===== src/rtl/nes_pad_responder_pkg.sv =====
// rtl/nes_pad_responder_pkg.sv - shared types and constants for the NES pad responder
package nes_pad_responder_pkg;

  typedef enum logic [1:0] {
    IDLE  = 2'd0,
    LOAD  = 2'd1,
    SHIFT = 2'd2,
    DONE  = 2'd3
  } pad_state_t;

  localparam int PAD_BITS = 8;

  localparam int BTN_A      = 7;
  localparam int BTN_B      = 6;
  localparam int BTN_SELECT = 5;
  localparam int BTN_START  = 4;
  localparam int BTN_UP     = 3;
  localparam int BTN_DOWN   = 2;
  localparam int BTN_LEFT   = 1;
  localparam int BTN_RIGHT  = 0;

endpackage


===== src/rtl/nes_pad_responder_sync_edge.sv =====
// rtl/nes_pad_responder_sync_edge.sv - pin synchronizer with rise/fall detection
module pad_sync_edge #(
  parameter int SYNC_STAGES = 2
) (
  input  logic clk,
  input  logic rst,
  input  logic pin,
  output logic level,
  output logic rise,
  output logic fall
);

  logic [SYNC_STAGES-1:0] chain;
  logic                   history;

  always_ff @(posedge clk) begin
    if (rst) begin
      chain   <= '0;
      history <= 1'b0;
    end else begin
      chain   <= {chain[SYNC_STAGES-2:0], pin};
      history <= chain[SYNC_STAGES-1];
    end
  end

  assign level = chain[SYNC_STAGES-1];
  assign rise  = level & ~history;
  assign fall  = ~level & history;

endmodule


===== src/rtl/nes_pad_responder.sv =====
// rtl/nes_pad_responder.sv - responder end of the NES latch/clock/data pad protocol
module nes_pad_responder
  import nes_pad_responder_pkg::*;
#(
  parameter int SYNC_STAGES = 2,
  parameter int TIMEOUT     = 4096,
  parameter int TW          = 13
) (
  input  logic       PCLK,
  input  logic       PRESET,
  input  logic       pad_latch,
  input  logic       pad_clock,
  input  logic [7:0] buttons,
  output logic       pad_data,
  output logic       frame_done,
  output logic       frame_timeout,
  output logic [3:0] bit_count
);

  localparam logic [3:0]    LAST_BIT  = 4'(PAD_BITS - 1);
  localparam logic [3:0]    FULL_CNT  = 4'(PAD_BITS);
  localparam logic [TW-1:0] TIMEOUT_M = TW'(TIMEOUT - 1);

  logic latch_level, latch_rise, latch_fall;
  logic clock_level, clock_rise, clock_fall;

  pad_state_t          state, state_next;
  logic [PAD_BITS-1:0] shreg, shreg_next;
  logic [3:0]          count_next;
  logic [TW-1:0]       tcount, tcount_next;
  logic                pad_next, done_next, timeout_next;

  logic unused_levels;
  assign unused_levels = &{1'b0, latch_level, clock_level, clock_fall};

  pad_sync_edge #(.SYNC_STAGES(SYNC_STAGES)) u_latch_sync (
    .clk   (PCLK),
    .rst   (PRESET),
    .pin   (pad_latch),
    .level (latch_level),
    .rise  (latch_rise),
    .fall  (latch_fall)
  );

  pad_sync_edge #(.SYNC_STAGES(SYNC_STAGES)) u_clock_sync (
    .clk   (PCLK),
    .rst   (PRESET),
    .pin   (pad_clock),
    .level (clock_level),
    .rise  (clock_rise),
    .fall  (clock_fall)
  );

  always_ff @(posedge PCLK) begin
    if (PRESET) begin
      state         <= IDLE;
      shreg         <= '0;
      bit_count     <= '0;
      tcount        <= '0;
      pad_data      <= 1'b1;
      frame_done    <= 1'b0;
      frame_timeout <= 1'b0;
    end else begin
      state         <= state_next;
      shreg         <= shreg_next;
      bit_count     <= count_next;
      tcount        <= tcount_next;
      pad_data      <= pad_next;
      frame_done    <= done_next;
      frame_timeout <= timeout_next;
    end
  end

  // A latch rise preempts everything, including a clock edge in the same cycle.
  always_comb begin
    state_next = state;
    if (latch_rise) begin
      state_next = LOAD;
    end else begin
      case (state)
        IDLE:  state_next = IDLE;
        LOAD:  if (latch_fall) state_next = SHIFT;
        SHIFT: begin
          if (clock_rise) begin
            if (bit_count == LAST_BIT) state_next = DONE;
          end else if (tcount == TIMEOUT_M) begin
            state_next = IDLE;
          end
        end
        DONE:  state_next = DONE;
        default: state_next = IDLE;
      endcase
    end
  end

  always_comb begin
    shreg_next   = shreg;
    count_next   = bit_count;
    tcount_next  = tcount;
    pad_next     = pad_data;
    done_next    = 1'b0;
    timeout_next = 1'b0;
    if (latch_rise) begin
      shreg_next  = buttons;
      pad_next    = ~buttons[BTN_A];
      count_next  = '0;
      tcount_next = '0;
    end else begin
      case (state)
        IDLE: begin
          pad_next    = 1'b1;
          count_next  = '0;
          tcount_next = '0;
        end
        // Track live buttons until the latch falls; the last load is the snapshot.
        LOAD: begin
          shreg_next  = buttons;
          pad_next    = ~buttons[BTN_A];
          count_next  = '0;
          tcount_next = '0;
        end
        SHIFT: begin
          if (clock_rise) begin
            shreg_next  = {shreg[PAD_BITS-2:0], 1'b0};
            count_next  = bit_count + 4'd1;
            tcount_next = '0;
            if (bit_count == LAST_BIT) begin
              pad_next  = 1'b0;
              done_next = 1'b1;
            end else begin
              pad_next  = ~shreg[PAD_BITS-2];
            end
          end else if (tcount == TIMEOUT_M) begin
            timeout_next = 1'b1;
            count_next   = '0;
            pad_next     = 1'b1;
            tcount_next  = '0;
          end else begin
            tcount_next  = tcount + TW'(1);
          end
        end
        // Real pads read as pressed past the 8th bit, so the line stays low.
        DONE: begin
          pad_next   = 1'b0;
          count_next = FULL_CNT;
        end
        default: begin
          pad_next = 1'b1;
        end
      endcase
    end
  end

endmodule


===== config.mk =====
export PLATFORM = sky130hd
export DESIGN_NAME = nes_pad_responder
export DESIGN_NICKNAME = d
export VERILOG_FILES = /design/src/rtl/nes_pad_responder_pkg.sv /design/src/rtl/nes_pad_responder_sync_edge.sv /design/src/rtl/nes_pad_responder.sv
export SDC_FILE = /design/constraint.sdc
export NUM_CORES = 1
export LEC_CHECK = 0
export CAP_MARGIN = 15
export CORE_UTILIZATION = 35
export CTS_CLUSTER_DIAMETER = 150
export DETAILED_ROUTE_END_ITERATION = 6
export PLACE_DENSITY = 0.55
export SLEW_MARGIN = 20
export SYNTH_ARGS = -nofsm -noshare
export SYNTH_HDL_FRONTEND = slang
export SYNTH_SLANG_ARGS = --single-unit

===== constraint.sdc =====
create_clock -name PCLK -period 4.8 [get_ports PCLK]
set_input_delay 0.96 -clock PCLK [delete_from_list [all_inputs] [get_ports PCLK]]
set_output_delay 0.96 -clock PCLK [all_outputs]
set_load 0.01 [all_outputs]

==> impl_metrics.yaml, run 1 <==
die:
  die_h_um: 69.2
  placeableCoreArea_mm2: 0.00435
  number_of_placement_rows: 24
  design.portCount: 19
  starting_density_of_the_core_pct: 36.3
  design.die.area_mm2: 0.00479
  fp.dieW_um: 69.2
power_and_ir_drop:
  p_switching_w: 0.000122
  power.clock.fraction_pct: 40.8
  power.static_leakage_nw: 0.623
  vdd_drop_max_uv: 157
  seq_power_share_pct: 53.3
  combPwrFrac_pct: 5.9
  design_power_total_w: 0.000568
  power_density_mw_per_mm2: 300
  power.share.switching_pct: 21.4
  p_int_w: 0.000447
setup_path:
  critPathLaunchType: "input pin"
  cell_by_cell_listing_of_the_critical_path: "clkdlybuf4s50_1 -> or2_2 -> nor3_1 -> a21oi_4 -> nor2_1"
  end_kind: "flop"
  cp.buffers_inverters: 1
  worst_path_top_cell_family_by_delay: "simple AND/OR/NAND/NOR gates"
  cp.required_ns: 5.01
  worst_ep_arrival_time_ns: 2.92
  crit_slowest_cell: "sky130_fd_sc_hd__clkdlybuf4s50_1"
  worstPathMaxFanout: 17
  path_class: "input pin to flop"
  cpPeakStageDelay_ns: 0.70
drt:
  routed_wl_um: 3220
  dr_total_vias: 1315
  wire_per_inst_um: 13.0
  post_route_antenna_net_violation_count: 0
  detailedRoute.firstIterationViolations: 50
  remaining_drc_errors: 0
  drt_pre_antenna_iters: 6
  vias_per_cell: 5.32
clock_network:
  root_buffer: "sky130_fd_sc_hd__clkbuf_8"
  path_clk_slew_ns: 0.07
  clk_path_buf_depth: 2
  cts_htree_levels: 2
  cts_tree: "yes"
  cts_hold_buffers: 0
  number_of_setup_buffers_added_after_cts: 0
  clock_sinks: 35
  clk_latency_ns: 0.28
  cts_resized: 0
  cts_inserted_buffers: 5
cells_and_area:
  multi_input_area_um2: 825
  antennaDiodeCount: 0
  register_area_um2: 701
  syn_to_layout_area_delta_pct: 19.9
  final_core_util_pct: 43.6
  final_layout_size_suffix_gt1_share_pct: 9.23
  fillerInstances: 418
  design.final.nets: 210
yosys:
  ys_seq_area_share_pct: 44.3
  yosys.cell_types.count: 40
  postSynthCellCount: 176
  ys.warnings.count: 0
  post_synthesis_net_count: 192
  yosys_register_bits: 35
  syn-cell-area_mm2: 0.00158
  post_synth.cell_area_avg_um2: 8.99
global_route:
  grt_pass1_vias: 1265
  antenna_found_initial: 0
  grtUsageTotal_pct: 14.6
  grt_max_degree: 18
  globalRouteOverflowTotal: 0
  global_route_wire_length_before_repair_um: 5510
sta:
  period_needed_ns: 2.71
  fin_skew_ns: 0.00626
  tns_ns: 0
  rsz0062_at_grt: "no"
  tightest_slew_ns: 0.656
  max-slew-margin-rel_pct: 56.1
  max_clock_freq_ghz: 0.369
  finalCritPeriodShare_pct: 56.5
  maxSlewViolCount: 0
  count_of_endpoints_failing_hold_in_the_final_timing_report: 0
  setup_viol: 0
worst_hold_path:
  worstHoldPathType: "flop to flop"
placed_design:
  dp_hpwl_um: 2320
  portBuffers: 18
  place_congestion: 0.748
run_status:
  outcome: "finished clean"
run:
  max-cap-violations: 0
==> cells in the final DEF (no fill, tap or decap), types with 2 or more instances in the layout <==
cell type	count
sky130_fd_sc_hd__nor2b_1	7
sky130_fd_sc_hd__or2_2	4
sky130_fd_sc_hd__nor4_1	6
sky130_fd_sc_hd__ha_1	4
sky130_fd_sc_hd__nand3_1	4
sky130_fd_sc_hd__clkdlybuf4s50_1	18
sky130_fd_sc_hd__or3_1	5
sky130_fd_sc_hd__inv_1	7
sky130_fd_sc_hd__dfxtp_1	35
sky130_fd_sc_hd__o21ai_0	4
sky130_fd_sc_hd__clkbuf_8	7
sky130_fd_sc_hd__nor2_1	25
sky130_fd_sc_hd__a32oi_1	2
sky130_fd_sc_hd__a21oi_1	8
sky130_fd_sc_hd__nand3b_1	2
sky130_fd_sc_hd__nand2b_1	3
sky130_fd_sc_hd__mux2i_1	7
sky130_fd_sc_hd__a211oi_1	6
sky130_fd_sc_hd__nor3_1	4
sky130_fd_sc_hd__nand2_1	10
sky130_fd_sc_hd__nand4_1	2
sky130_fd_sc_hd__xnor2_1	7
==> per-stage QoR <==
step                setup slack (ns)  instance area (µm²)  hold slack, ns  instances
floorplan                       2.86                 1580           0.414        176
global placement                1.90                 1790           0.419        239
detailed placement              1.81                 1800           0.425        239
CTS                             2.11                 1900           0.442        247
global route                    1.99                 1900           0.472        247
finish                          2.09                 1900           0.445        247
==> worst register-to-register path: cells and delay by family (launching register included) <==
family / cells / cell delay [ns]
adders and majority gates: 1 / 0.24
and+or+nand+nor: 3 / 0.99
DFF: 1 / 0.34
buffers and inverters: 1 / 0.04
AOI/OAI and AO/OA: 1 / 0.17
==> power groups by stage <==
stage / clock, W / combinational, W / sequential (W)
finish: 0.000232 / 0.0000337 / 0.000303
global route: 0.000254 / 0.0000375 / 0.000304
CTS: 0.000239 / 0.0000341 / 0.000303
detailed placement: 0 / 0.0000340 / 0.000310
global placement: 0 / 0.0000325 / 0.000309
floorplan: 0 / 0.0000210 / 0.000308
==> Yosys cell counts <==
master	number	area share, %
sky130_fd_sc_hd__a211oi_1	6	2.8
sky130_fd_sc_hd__a32oi_1	2	1.1
sky130_fd_sc_hd__nand2b_1	3	1.2
sky130_fd_sc_hd__nand3_1	4	1.3
sky130_fd_sc_hd__and2_4	1	0.55
sky130_fd_sc_hd__xor2_1	1	0.55
sky130_fd_sc_hd__nand2_1	10	2.4
sky130_fd_sc_hd__inv_1	7	1.7
sky130_fd_sc_hd__a31o_1	1	0.55
sky130_fd_sc_hd__o31ai_1	1	0.47
sky130_fd_sc_hd__nand4_1	2	0.79
sky130_fd_sc_hd__nor4_1	6	2.4
sky130_fd_sc_hd__or2_2	4	1.6
sky130_fd_sc_hd__buf_2	1	0.32
sky130_fd_sc_hd__nand3b_1	2	0.95
sky130_fd_sc_hd__a311oi_1	1	0.55
sky130_fd_sc_hd__a21bo_2	1	0.63
sky130_fd_sc_hd__a211o_1	1	0.55
sky130_fd_sc_hd__or3_1	5	2.0
sky130_fd_sc_hd__or4_4	1	0.71
sky130_fd_sc_hd__clkbuf_1	5	1.2
sky130_fd_sc_hd__nor3_1	4	1.3
sky130_fd_sc_hd__nor2_1	25	5.9
sky130_fd_sc_hd__o21ai_0	4	1.3
sky130_fd_sc_hd__buf_6	1	0.71
sky130_fd_sc_hd__dfxtp_1	35	44
sky130_fd_sc_hd__a41oi_1	1	0.55
sky130_fd_sc_hd__ha_1	4	3.2
sky130_fd_sc_hd__a21oi_4	1	1.0
sky130_fd_sc_hd__a22oi_1	1	0.47
sky130_fd_sc_hd__o22ai_1	1	0.40
sky130_fd_sc_hd__nand4_2	1	0.79
sky130_fd_sc_hd__xnor2_1	7	3.9
sky130_fd_sc_hd__mux2i_1	7	4.4
sky130_fd_sc_hd__and2_1	1	0.40
sky130_fd_sc_hd__and4bb_2	1	0.79
sky130_fd_sc_hd__a32o_1	1	0.63
sky130_fd_sc_hd__nor2b_1	7	2.8
sky130_fd_sc_hd__nor3b_1	1	0.47
sky130_fd_sc_hd__a21oi_1	8	2.5
==> worst paths after layout <==
kind | slack [ns] | cells after the start | to | startpoint
max | 2.09 | 5 | tcount[10]$_SDFFE_PP0P_ | PRESET
min reg2reg | 0.44 | 1 | u_clock_sync.chain[1]$_SDFF_PP0_ | u_clock_sync.chain[0]$_SDFF_PP0_
min | 0.44 | 1 | u_clock_sync.chain[1]$_SDFF_PP0_ | u_clock_sync.chain[0]$_SDFF_PP0_
max reg2reg | 2.95 | 6 | tcount[10]$_SDFFE_PP0P_ | u_latch_sync.history$_SDFF_PP0_
==> metal layers <==
metal | global-route usage [%] | share of wire, %
met5 | 0 | 0
met3 | 4.80 | 3.3
met4 | 4.76 | 0.53
met2 | 24.5 | 48
met1 | 17.4 | 49
==> layout make-up <==
cell class	count	area share (%)
multi-input combinational	127	43.5
sequential	35	36.9
timing repair buffer	18	9.50
clock buffer	8	5.28
tap	52	3.43
inverter	7	1.39
==> state kept, by name, summed over array words and instances, names as in the netlist <==
name,count
tcount,13
shreg,7
bit_count,4
state,2
u_clock_sync.chain,2
u_latch_sync.chain,2
frame_done,1
frame_timeout,1
pad_data,1
u_clock_sync.history,1
u_latch_sync.history,1
==> logic make-up after synthesis <==
family	Yosys count	synth area share, %
xor+xnor	8	4.43
buf+inv	14	3.88
simple gates	78	26.2
mux	7	4.43
flops	35	44.3
compound gates	30	13.6
fa+ha+maj	4	3.16
No activity file was read; power rests on OpenSTA's default activity.
==> run 2: changes to the inputs <==
--- a/config.mk
+++ b/config.mk
@@ -9,7 +9,7 @@
 export CORE_UTILIZATION = 35
 export CTS_CLUSTER_DIAMETER = 150
 export DETAILED_ROUTE_END_ITERATION = 6
-export PLACE_DENSITY = 0.55
+export PLACE_DENSITY = 0.57
 export SLEW_MARGIN = 20
 export SYNTH_ARGS = -nofsm -noshare
 export SYNTH_HDL_FRONTEND = slang
==> constraint.sdc (replaced) <==
create_clock -name PCLK -period 2.35 [get_ports PCLK]
set_input_delay 0.47 -clock PCLK [delete_from_list [all_inputs] [get_ports PCLK]]
set_output_delay 0.47 -clock PCLK [all_outputs]
set_load 0.01 [all_outputs]
==> impl_metrics.yaml, run 2 (synthesis gave the netlist of run 1 again) <==
global_route:
  grt_pass1_vias: 1260
  antenna_found_initial: 0
  grt_max_degree: 17
  globalRouteOverflowTotal: 0
  grtUsageTotal_pct: 14.2
  global_route_wire_length_before_repair_um: 5620
placed_design:
  placed_cell_area_mm2: 0.00181
  dp_hpwl_um: 2220
  portBuffers: 18
  place_congestion: 0.806
run_status:
  outcome: "finished clean"
cells_and_area:
  largest_register_ffs: 13
  multi_input_area_um2: 820
  syn_to_layout_area_delta_pct: 20.6
  antennaDiodeCount: 0
  register_area_um2: 701
  mostFrequentLayoutCells: "sky130_fd_sc_hd__dfxtp_1, sky130_fd_sc_hd__nor2_1, sky130_fd_sc_hd__clkdlybuf4s50_1, sky130_fd_sc_hd__nand2_1, sky130_fd_sc_hd__a21oi_1"
  fillerInstances: 416
  final_layout_size_suffix_gt1_share_pct: 9.64
  final_design_area_no_fill_mm2: 0.00191
  design.final.nets: 212
  reg_top3: "tcount: 13 flops, shreg: 7 flops, bit_count: 4 flops"
  registers.top_by_ff_count: "tcount"
  layout_commonest_cell: "sky130_fd_sc_hd__dfxtp_1"
setup_path:
  critPathLaunchType: "flop"
  cpPeakStageDelay_ns: 0.43
  cp.required_ns: 2.56
  cell_by_cell_listing_of_the_critical_path: "inv_1 -> ha_1 -> or2_2 -> nor3_1 -> a21oi_4 -> a21oi_1"
  worst_ep_arrival_time_ns: 1.99
  crit_slowest_cell: "sky130_fd_sc_hd__or2_2"
  path_class: "flop to flop"
  cp.buffers_inverters: 1
  worstPathMaxFanout: 11
  worst_path_top_cell_family_by_delay: "simple AND/OR/NAND/NOR gates"
  end_kind: "flop"
die:
  placeableCoreArea_mm2: 0.00435
  design.die.area_mm2: 0.00479
  fp.dieW_um: 69.2
  design.portCount: 19
  die_h_um: 69.2
  number_of_placement_rows: 24
  starting_density_of_the_core_pct: 36.3
clock_network:
  cts_inserted_buffers: 5
  clk_latency_ns: 0.28
  cts_hold_buffers: 0
  number_of_setup_buffers_added_after_cts: 0
  path_clk_slew_ns: 0.07
  cts_tree: "yes"
  root_buffer: "sky130_fd_sc_hd__clkbuf_8"
  clk_path_buf_depth: 2
  clock_sinks: 35
  cts_htree_levels: 2
  cts_resized: 0
drt:
  detailedRoute.firstIterationViolations: 82
  remaining_drc_errors: 0
  routed_wl_um: 3100
  drt_pre_antenna_iters: 4
  post_route_antenna_net_violation_count: 0
  vias_per_cell: 5.10
  dr_total_vias: 1271
  wire_per_inst_um: 12.4
sta:
  tightest_slew_ns: 0.430
  fin_skew_ns: 0.00485
  setup_viol: 0
  finalCritPeriodShare_pct: 75.9
  rsz0062_at_grt: "no"
  max-slew-margin-rel_pct: 71.1
  period_needed_ns: 1.78
  count_of_endpoints_failing_hold_in_the_final_timing_report: 0
  fin_hold_ws_ns: 0.436
  tns_ns: 0
  max_clock_freq_ghz: 0.561
  maxSlewViolCount: 0
power_and_ir_drop:
  power.static_leakage_nw: 0.629
  power_density_mw_per_mm2: 607
  vdd_drop_max_uv: 275
worst_hold_path:
  worstHoldPathType: "flop to flop"
run:
  max-cap-violations: 0
## run 2: changes by cell type in the layout (fill, tap and decap cells not counted), sizes merged
cell	previous run	this run
buf	0	2
## run 2: power breakdown
| part | total, W | leakage [nW] | switching, W | internal, W |
|---|---|---|---|---|
| clock | 0.000470 | 0.0515 | 0.000203 | 0.000267 |
| sequential | 0.000619 | 0.284 | 0.00000964 | 0.000609 |
| combinational | 0.0000696 | 0.294 | 0.0000318 | 0.0000377 |
## run 2: final timing paths
check / start / slack (ns) / cells after the start / end
hold / removal: u_clock_sync.chain[0]$_SDFF_PP0_ / 0.44 / 1 / u_clock_sync.chain[1]$_SDFF_PP0_
hold reg to reg: u_clock_sync.chain[0]$_SDFF_PP0_ / 0.44 / 1 / u_clock_sync.chain[1]$_SDFF_PP0_
setup / recovery: u_latch_sync.history$_SDFF_PP0_ / 0.57 / 6 / tcount[11]$_SDFFE_PP0P_
setup reg to reg: u_latch_sync.history$_SDFF_PP0_ / 0.57 / 6 / tcount[11]$_SDFFE_PP0P_
## run 2: layout make-up
cell class	count	share of cell area, %
Tap cell	52	3.41
Multi-Input combinational cell	127	43.0
Clock buffer	8	5.25
Sequential cell	35	36.7
Timing Repair Buffer	20	10.2
Inverter	7	1.38
## run 2: per-stage QoR
| step | worst slack [ns] | power [W] | util (%) | std cells |
|---|---|---|---|---|
| CTS | 0.555 | 0.00117 | 43.8 | 249 |
| detailed placement | 0.282 | 0.000702 | 41.5 | 241 |
| global placement | 0.343 | 0.000700 | 41.5 | 241 |
| global route | 0.355 | 0.00121 | 43.8 | 249 |
| floorplan | 0.698 | 0.000671 | - | 176 |
| finish | 0.566 | 0.00116 | 43.8 | 249 |
## run 2: worst register-to-register path, cell delays in order (launching register included)
cell and delay [ns]:
sky130_fd_sc_hd__dfxtp_1 0.33, sky130_fd_sc_hd__inv_1 0.04, sky130_fd_sc_hd__ha_1 0.24, sky130_fd_sc_hd__or2_2 0.43, sky130_fd_sc_hd__nor3_1 0.38, sky130_fd_sc_hd__a21oi_4 0.16
sky130_fd_sc_hd__a21oi_1 0.14
## run 2: layer usage
| metal | share of wire, % | up-vias | track usage, % |
|---|---|---|---|
| li1 | - | 658 | - |
| met1 | 52 | 593 | 18.8 |
| met2 | 45 | 16 | 22.3 |
| met3 | 2.6 | 4 | 3.49 |
| met4 | 0.87 | 0 | 5.44 |
| met5 | 0 | - | 0 |
==> run 3: changes to the inputs <==
==> constraint.sdc (replaced) <==
create_clock -name PCLK -period 1.6 [get_ports PCLK]
set_input_delay 0.32 -clock PCLK [delete_from_list [all_inputs] [get_ports PCLK]]
set_output_delay 0.32 -clock PCLK [all_outputs]
set_load 0.01 [all_outputs]
==> impl_metrics.yaml, run 3 (synthesis gave the netlist of run 1 again) <==
sta:
  max-slew-margin-rel_pct: 77.9
  finalCritPeriodShare_pct: 101
  fin_ws_ns: -0.0131
  fin_skew_ns: 0.00755
  maxSlewViolCount: 0
  tightest_slew_ns: 0.329
  rsz0062_at_grt: "yes"
  count_of_endpoints_failing_hold_in_the_final_timing_report: 0
  period_needed_ns: 1.61
  max_clock_freq_ghz: 0.620
  setup_viol: 2
die:
  design.portCount: 19
  placeableCoreArea_mm2: 0.00435
  starting_density_of_the_core_pct: 36.3
  number_of_placement_rows: 24
  design.die.area_mm2: 0.00479
  die_h_um: 69.2
  fp.dieW_um: 69.2
setup_path:
  end_kind: "flop"
  worst_ep_arrival_time_ns: 1.81
  reg2reg_from: "tcount[0]$_SDFFE_PP0P_"
  worstPathMaxFanout: 6
  critPathLaunchType: "flop"
  path_class: "flop to flop"
  timing.critical_path.to: "tcount[2]$_SDFFE_PP0P_"
  worstReg2RegEnd: "tcount[2]$_SDFFE_PP0P_"
  worst_case_register_to_register_setup_slack_ns: -0.01
  cp.required_ns: 1.79
  launching_element_of_the_worst_setup_path: "tcount[0]$_SDFFE_PP0P_"
  reg2regPathDepth: 5
clock_network:
  root_buffer: "sky130_fd_sc_hd__clkbuf_8"
  cts_tree: "yes"
  clk_path_buf_depth: 2
  path_clk_slew_ns: 0.07
  cts_inserted_buffers: 5
  cts_hold_buffers: 0
  clk_latency_ns: 0.30
  clock_sinks: 35
  cts_htree_levels: 2
drt:
  routed_wl_um: 3500
  post_route_antenna_net_violation_count: 0
  wire_per_inst_um: 13.1
  drt_pre_antenna_iters: 4
  dr_total_vias: 1382
  vias_per_cell: 5.18
  remaining_drc_errors: 0
  detailedRoute.firstIterationViolations: 78
placed_design:
  dp_hpwl_um: 2580
  dp_worst_setup_slack_ns: -0.0767
  numPlacedInstances: 259
  placed_cell_area_mm2: 0.00197
  portBuffers: 18
  place_congestion: 0.833
run_status:
  outcome: "finished with violations"
  violated_checks: "negative setup slack"
cells_and_area:
  layout_commonest_cell: "sky130_fd_sc_hd__dfxtp_1"
  antennaDiodeCount: 0
  syn_to_layout_area_delta_pct: 32.2
  design.final.nets: 230
  final_layout_size_suffix_gt1_share_pct: 23.3
  largest_register_ffs: 13
  fillerInstances: 400
  reg_top3: "tcount: 13 flops, shreg: 7 flops, bit_count: 4 flops"
  register_area_um2: 711
  mostFrequentLayoutCells: "sky130_fd_sc_hd__dfxtp_1, sky130_fd_sc_hd__nor2_1, sky130_fd_sc_hd__buf_4, sky130_fd_sc_hd__clkdlybuf4s50_1, sky130_fd_sc_hd__nand2_1"
  multi_input_area_um2: 853
  registers.top_by_ff_count: "tcount"
  final_design_area_no_fill_mm2: 0.00209
  final_non_filler_cells: 267
global_route:
  antenna_found_initial: 0
  global_route_wire_length_before_repair_um: 5870
  grt_max_degree: 16
  grt_pass1_vias: 1312
  grtUsageTotal_pct: 15.6
  globalRouteOverflowTotal: 0
power_and_ir_drop:
  power.static_leakage_nw: 0.765
  vdd_drop_max_uv: 392
  power_density_mw_per_mm2: 828
worst_hold_path:
  min-delay-start: "u_latch_sync.chain[0]$_SDFF_PP0_"
  worstHoldPathType: "flop to flop"
run:
  max-cap-violations: 0
## run 3: how the worst min path moves through the flow
stage	to	slack, ns	cells after the start
4_1_cts	u_latch_sync.chain[1]$_SDFF_PP0_	0.45	1
2_1_floorplan	u_clock_sync.chain[0]$_SDFF_PP0_	0.39	1
3_3_place_gp	u_clock_sync.chain[1]$_SDFF_PP0_	0.42	1
6_report	u_latch_sync.chain[1]$_SDFF_PP0_	0.44	1
5_1_grt	u_clock_sync.chain[1]$_SDFF_PP0_	0.46	1
3_5_place_dp	u_latch_sync.chain[1]$_SDFF_PP0_	0.44	1
## run 3: final cells by class
class                      instances  area share, %
clock buffer                       8           4.79
inverter                           7           1.26
timing repair buffer              38           16.0
multi-input combinational        127           40.8
sequential                        35           34.0
tap                               52           3.11
## run 3: critical path, stage by stage (launching register included)
cell and delay, ns:
sky130_fd_sc_hd__dfxtp_2 0.36, sky130_fd_sc_hd__ha_4 0.13, sky130_fd_sc_hd__nand4_1 0.12, sky130_fd_sc_hd__or4_4 0.50, sky130_fd_sc_hd__and2_4 0.20, sky130_fd_sc_hd__a32o_1 0.20
## run 3: stage by stage
step / hold WS, ns / setup TNS (ns) / total power [W] / util [%]
final: 0.443 / -0.0235 / 0.00173 / 48.0
after CTS: 0.449 / -0.00507 / 0.00175 / 47.6
after floorplan: 0.392 / 0 / 0.000985 / -
after detailed placement: 0.440 / -0.518 / 0.00104 / 45.3
after global placement: 0.425 / -0.311 / 0.00104 / 45.3
after global routing: 0.464 / -0.561 / 0.00179 / 48.0
## run 3: layer usage
| layer | vias up | GRT usage [%] | share of wire [%] |
|---|---|---|---|
| li1 | 700 | - | - |
| met1 | 646 | 18.5 | 47 |
| met2 | 28 | 25.5 | 47 |
| met3 | 8 | 3.92 | 4.7 |
| met4 | 0 | 8.84 | 1.9 |
| met5 | - | 0 | 0 |
## run 3: what timing repair did
item                                    in CTS  in global routing
endpoints found under the setup margin       3                 25
pin swaps                                    0                  3
buffers inserted                             0                  0
resized for setup                            1                  7
## run 3: power by group
part	internal [W]	switching, W
registers	0.000894	0.0000124
logic	0.0000639	0.0000535
clock network	0.000393	0.000314
==> RTL edit 1, RTL diff (settings of run 3) <==
Make the reset (`PRESET` and `rst`) asynchronous in 2 clocked blocks.
--- a/src/rtl/nes_pad_responder_sync_edge.sv
+++ b/src/rtl/nes_pad_responder_sync_edge.sv
@@ -14,5 +14,5 @@
   logic                   history;
 
-  always_ff @(posedge clk) begin
+  always_ff @(posedge clk or posedge rst) begin
     if (rst) begin
       chain   <= '0;
--- a/src/rtl/nes_pad_responder.sv
+++ b/src/rtl/nes_pad_responder.sv
@@ -52,5 +52,5 @@
   );
 
-  always_ff @(posedge PCLK) begin
+  always_ff @(posedge PCLK or posedge PRESET) begin
     if (PRESET) begin
       state         <= IDLE;
Behaviour: differs if PRESET is asserted again (counterexample within 4 cycles, from zero or initial values and one cycle with PRESET high); with PRESET held inactive, the same outputs for 10 cycles.
==> RTL edit 1 against run 3 <==
The flow still finishes with violations (negative setup slack); routed wire length up 8.5%; global-route usage grew 1.3 points; sequential cell count did not move; non-clock buffer count is 6 higher; cell count increased by 2.2%; count of clock-buffer cells in the layout down 3; worst setup slack got worse by 0.024 ns; cell area up 9.9%; area after synthesis rose by 8.7%; via count decreased by 2.2%; critical endpoint is now tcount[8].
Power is not compared: it rests on default switching activity, and its combinational part moved more than twofold at a synthesized area within 25%.
==> RTL edit 1: results (changes against run 3) <==
The share of synthesized registers carrying an async set or reset is 1.00 (+1.00). In the final layout, the registers with the most flip-flops are tcount (13), shreg (7), bit_count (4). The flow ran to the end, but the final reports show violations. The synthesized net count was 177 (-7.8%).

The data arrival time of the critical path is 1.85 ns (+0.04 ns). The count of inserted antenna diode cells came out at 0 (unchanged). The first-pass GRT wire length is 6.73 mm (+15%). The routed length on met1 is 1.78 mm (+8.9%). The final wirelength came out at 3.80 mm (+8.5%).

The count of warnings emitted by yosys came to 0 (unchanged). The reported leakage power came out at 1.05 nW. The commonest cells after synthesis are dfrtp_1 (34), nand2_1 (13), o21ai_0 (12). The routed wire length on met3 was 133 um (-18%). The final reports fail on negative setup slack.

The slack of the critical path came out at -0.0370 ns (-0.0239 ns). The last weighted congestion value of the routability-driven placer came to 0.885 (+6.3%). The number of buffers on the longest clock path came out at 2 (unchanged). In this run the clock root is driven by a clkbuf_8. The clock latency on the worst-skew pair is 0.29 ns. The number of endpoints failing setup at the final stage came out at 2 (unchanged). The number of violations reported at the end of detailed-routing iteration 0 is 34 (-56%). The count of filler cells inserted in the layout came out at 445 (+11%). The number of port buffers came out at 18 (unchanged). The number of H-tree levels is 2 (unchanged). The total routing resource utilization after global routing was 0.168 (+0.0125). Ranked by total cell area, the synthesized netlist is headed by dfrtp_1 (49%), mux2i_1 (4.1%), o21ai_0 (3.5%). The maximum fanout along the worst path came out at 6 (unchanged). The unique cell type count in the Yosys netlist was 45 (+13%). VDD sags by at most 0.707 mV. The sum of net half-perimeters after detailed placement is 2.74 mm (+6.3%). The number of nets in the final layout was 220 (-4.3%). The share of cells above drive strength 1 came out at 0.238 (+0.00531).

The clock transition at the registers of the reported paths is 0.07 ns (about the same). The number of detailed-routing iterations run before antenna repair is 4 (unchanged). The register area share after synthesis is 0.510 (+0.0672). The length of routed met2 wiring is 1.82 mm (+11%). The via count of the first global-routing pass came out at 1,456 (+11%). The number of clock buffers inserted by TritonCTS is 5 (unchanged). The max-slew headroom at the worst pin came out at 0.827 (+0.0485). The worst min-delay path class is reg -> reg. The final setup skew is 0.00388 ns (-0.00367 ns). The detailed router used layers up to and including met4.

The routed via count came to 1,351 (-2.2%). The maximum number of pins on one net before global-route repair was 36 (+20). The initial antenna violation count came out at 0 (unchanged).
-- RTL edit 1: cell count changes after synthesis, moves of 6 or more --
cell / delta
dfxtp_1: -35
xnor2_1: -6
nor4_1: -6
nor2_1: -22
o21ai_0: +8
dfrtp_1: +34
-- RTL edit 1: cells by family after synthesis --
kind of cell	synth area share
AO/OA/AOI/OAI	0.148
multiplexers	0.0408
XOR/XNOR	0.0153
flip-flops	0.510
AND/OR/NAND/NOR	0.214
buffers and inverters	0.0495
adder cells (fa/ha/maj)	0.0218
-- RTL edit 1: cell type report --
class	count	area [um2]	area share
Tap cell	67	83.8	0.0365
Clock inverter	3	67.6	0.0294
Clock buffer	5	68.8	0.0299
Sequential cell	35	878	0.382
Multi-Input combinational cell	112	778	0.339
Timing Repair Buffer	44	395	0.172
Inverter	7	26.3	0.0114
-- RTL edit 1: per-layer routing --
metal,track usage,vias up
met1,0.219,650
li1,-,670
met4,0.0588,0
met2,0.273,24
met3,0.0417,7
met5,0,-
-- RTL edit 1: path summary, 6_finish.rpt --
path / from / end / slack [ns] / cells past startpoint
worst min register to register: u_clock_sync.chain[0] / u_clock_sync.chain[1] / 0.35 / 0
worst max register to register: u_latch_sync.chain[1] / tcount[8] / -0.04 / 6
worst max-delay path: u_latch_sync.chain[1] / tcount[8] / -0.04 / 6
worst min-delay path: u_clock_sync.chain[0] / u_clock_sync.chain[1] / 0.35 / 0
min in group asynchronous: PRESET / tcount[4] / 0.38 / 3
max in group asynchronous: PRESET / pad_data / 0.97 / 3
-- RTL edit 1: per-stage QoR --
| stage | std cells | total power, mW | setup TNS (ns) | worst slack, ns | cell area, um2 |
|---|---|---|---|---|---|
| floorplan | 162 | 1.54 | -1.08 | -0.102 | 1730 |
| global placement | 262 | 1.76 | -0.0549 | -0.0299 | 2110 |
| detailed placement | 262 | 1.79 | -0.281 | -0.0647 | 2110 |
| CTS | 273 | 2.78 | -0.271 | -0.0595 | 2270 |
| global route | 273 | 2.93 | -1.44 | -0.131 | 2300 |
| finish | 273 | 2.77 | -0.0557 | -0.0370 | 2300 |
-- RTL edit 1: worst max-delay path, stage by stage, from the launching register on --
cell and delay, ns:
dfrtp_1 0.38, ha_2 0.18, or3b_4 0.42, nor2_4 0.18, buf_4 0.16, nand4_1 0.09, o21ai_1 0.15
-- RTL edit 1: power by group --
| group | switching, mW | internal (mW) | total, mW |
|---|---|---|---|
| combinational | 0.352 | 0.351 | 0.703 |
| clock | 0.339 | 0.621 | 0.960 |
| sequential | 0.0790 | 1.03 | 1.10 |
| total | 0.770 | 2.00 | 2.77 |
-- RTL edit 1: what timing repair did --
action | in CTS | in global routing
hold buffers | 0 | 0
pin swaps | 2 | 1
buffers inserted | 3 | 0
endpoints found under the setup margin | 19 | 23
resized for setup | 2 | 10
cloned | 0 | 0
==> RTL edit 2, RTL diff (settings of run 3) <==
Made on the original files. Change the parameter `TW` from 13 to 12.
--- a/src/rtl/nes_pad_responder.sv
+++ b/src/rtl/nes_pad_responder.sv
@@ -5,5 +5,5 @@
   parameter int SYNC_STAGES = 2,
   parameter int TIMEOUT     = 4096,
-  parameter int TW          = 13
+  parameter int TW          = 12
 ) (
   input  logic       PCLK,
Check against the original RTL: no difference found for any inputs over 10 cycles, from zero or initial values and one cycle with PRESET high; that may be too few to reach the edited logic, so the function may still have changed.
==> RTL edit 2 against run 3 <==
Area after synthesis decreased by 3.6%; clock skew decreased by 0.0012 ns; cell area decreased by 7.0%; worst setup slack improved by 0.098 ns; die area decreased by 3.5%; sequential cell count decreased by 1; non-clock buffer count decreased by 5; total power decreased by 5.5%; critical path depth decreased by 4; combinational power decreased by 4%; synthesized cell count decreased by 3.4%; routed wire length decreased by 11%; critical path type is now reg -> out.
==> RTL edit 2: results (changes against run 3) <==
The share of cells above drive strength 1 is 0.157 (-0.0757). The multiplexer share of the synthesized area is 0.0459 (+0.00164). The number of vias per cell after detailed routing is 5.06 (-2.3%). The total routing resource utilization after global routing came out at 0.157 (+0.00186). The delay contributed by the slowest stage of the critical path came out at 0.54 ns (+0.04 ns).

The reported leakage power came out at 0.706 nW (-7.8%). The number of H-tree levels is 2 (unchanged). The flow ran to the end, and the final reports show no timing, DRC or antenna violations. The top cell family by delay on the critical path is buffers and inverters. The register area share after synthesis came out at 0.446 (+0.00323).

The worst-case register-to-register setup slack is 0.11 ns (+0.12 ns). The number of violations reported at the end of detailed-routing iteration 0 came out at 108 (+38%). The largest vdd supply drop came to 0.373 mV (-4.6%). The sequential logic power came to 0.882 mW (-2.8%).

By count the netlist is led by dfxtp_1 (34), nor2_1 (22), nand2_1 (12). The complex-gate fraction of the synthesized area was 0.147 (+0.0108). The maximum fanout along the worst path came out at 5 (-1). The combinational-cell power consumption was 0.112 mW (-4%). In this run the critical register-to-register path is launched from u_latch_sync.history. In the final layout, the registers with the most flip-flops are tcount (12), shreg (7), bit_count (4). The length of routed met2 wiring is 1.48 mm (-9.4%). The routed wire length on met3 came out at 132 um (-19%). The depth of the worst register-to-register path was 7 (+2). The average wire per standard cell came out at 12.3 um (-6.1%). The first-pass GRT wire length was 5.31 mm (-9.6%). The last weighted congestion value of the routability-driven placer is 0.741 (-11%). The critical path starts at bit_count[2]. The arithmetic-cell share of the synthesized area counting full adders, half adders and majority gates came out at 0.0328 (+0.00117). The met2 global-route usage came out at 0.241 (-0.0132). The synthesized net count was 186 (-3.1%).

The number of instances resized during post-cts repair came out at 0 (-1). The total power came out at 1.64 mW (-5.5%). The sum of net half-perimeters after detailed placement came out at 2.28 mm (-12%). The number of placed instances with taps included is 246 (-5.0%). The number of detailed-routing iterations run before antenna repair came out at 4 (unchanged). The number of cells in the finished layout apart from fillers is 254 (-4.9%). The met3 global-route usage was 0.0550 (+0.0158). The fraction of synthesized cell area in xor and xnor cells is 0.0402 (-0.00411). The capturing point of the worst reg2reg path is tcount[1]. The data arrival time of the critical path came out at 1.20 ns (-0.61 ns). The placement-stage cell area is 0.00184 mm2 (-6.8%). The final total negative setup slack came to 0 ns (+0.0235 ns). The routed length on met1 came out at 1.46 mm (-11%).

The final setup skew came out at 0.00640 ns (-0.00115 ns). The mean area per synthesized cell was 8.97 um2 (-0.16%). The slowest library cell on the worst path is clkdlybuf4s50_1.

The via count of the first global-routing pass is 1,195 (-8.9%). The number of nets in the final layout is 219 (-4.8%). The met1 capacity usage during global routing came to 0.197 (+0.0119).

Ranked by total cell area, the synthesized netlist is headed by dfxtp_1 (45%), nor2_1 (5.4%), mux2i_1 (4.6%). The setup slack at placement came to -0.143 ns (-0.0666 ns). The final critical path time including I/O delays and setup came out at 1.52 ns (-0.0976 ns). The clock latency on the worst-skew pair came out at 0.28 ns (-0.02 ns). The total internal power is 1.28 mW (-5.3%).
==> RTL edit 2: area by class of cell <==
type,count,area [um2]
fill,410,2140
clock buffer,7,86.3
inverter,3,11.3
sequential,34,684
timing repair buffer,33,295
multi-input combinational,126,800
tap,50,62.6
clock inverter,1,5.00
==> RTL edit 2: worst min-delay path by stage <==
| stage | startpoint | end | slack [ns] | depth (start not counted) |
|---|---|---|---|---|
| 3_3_place_gp | u_clock_sync.chain[0] | u_clock_sync.chain[1] | 0.43 | 1 |
| 4_1_cts | u_latch_sync.chain[0] | u_latch_sync.chain[1] | 0.45 | 1 |
| 2_1_floorplan | PRESET | u_clock_sync.chain[0] | 0.39 | 1 |
| 5_1_grt | u_clock_sync.chain[0] | u_clock_sync.chain[1] | 0.46 | 1 |
| 3_5_place_dp | u_latch_sync.chain[0] | u_latch_sync.chain[1] | 0.44 | 1 |
| 6_report | u_latch_sync.chain[0] | u_latch_sync.chain[1] | 0.44 | 1 |
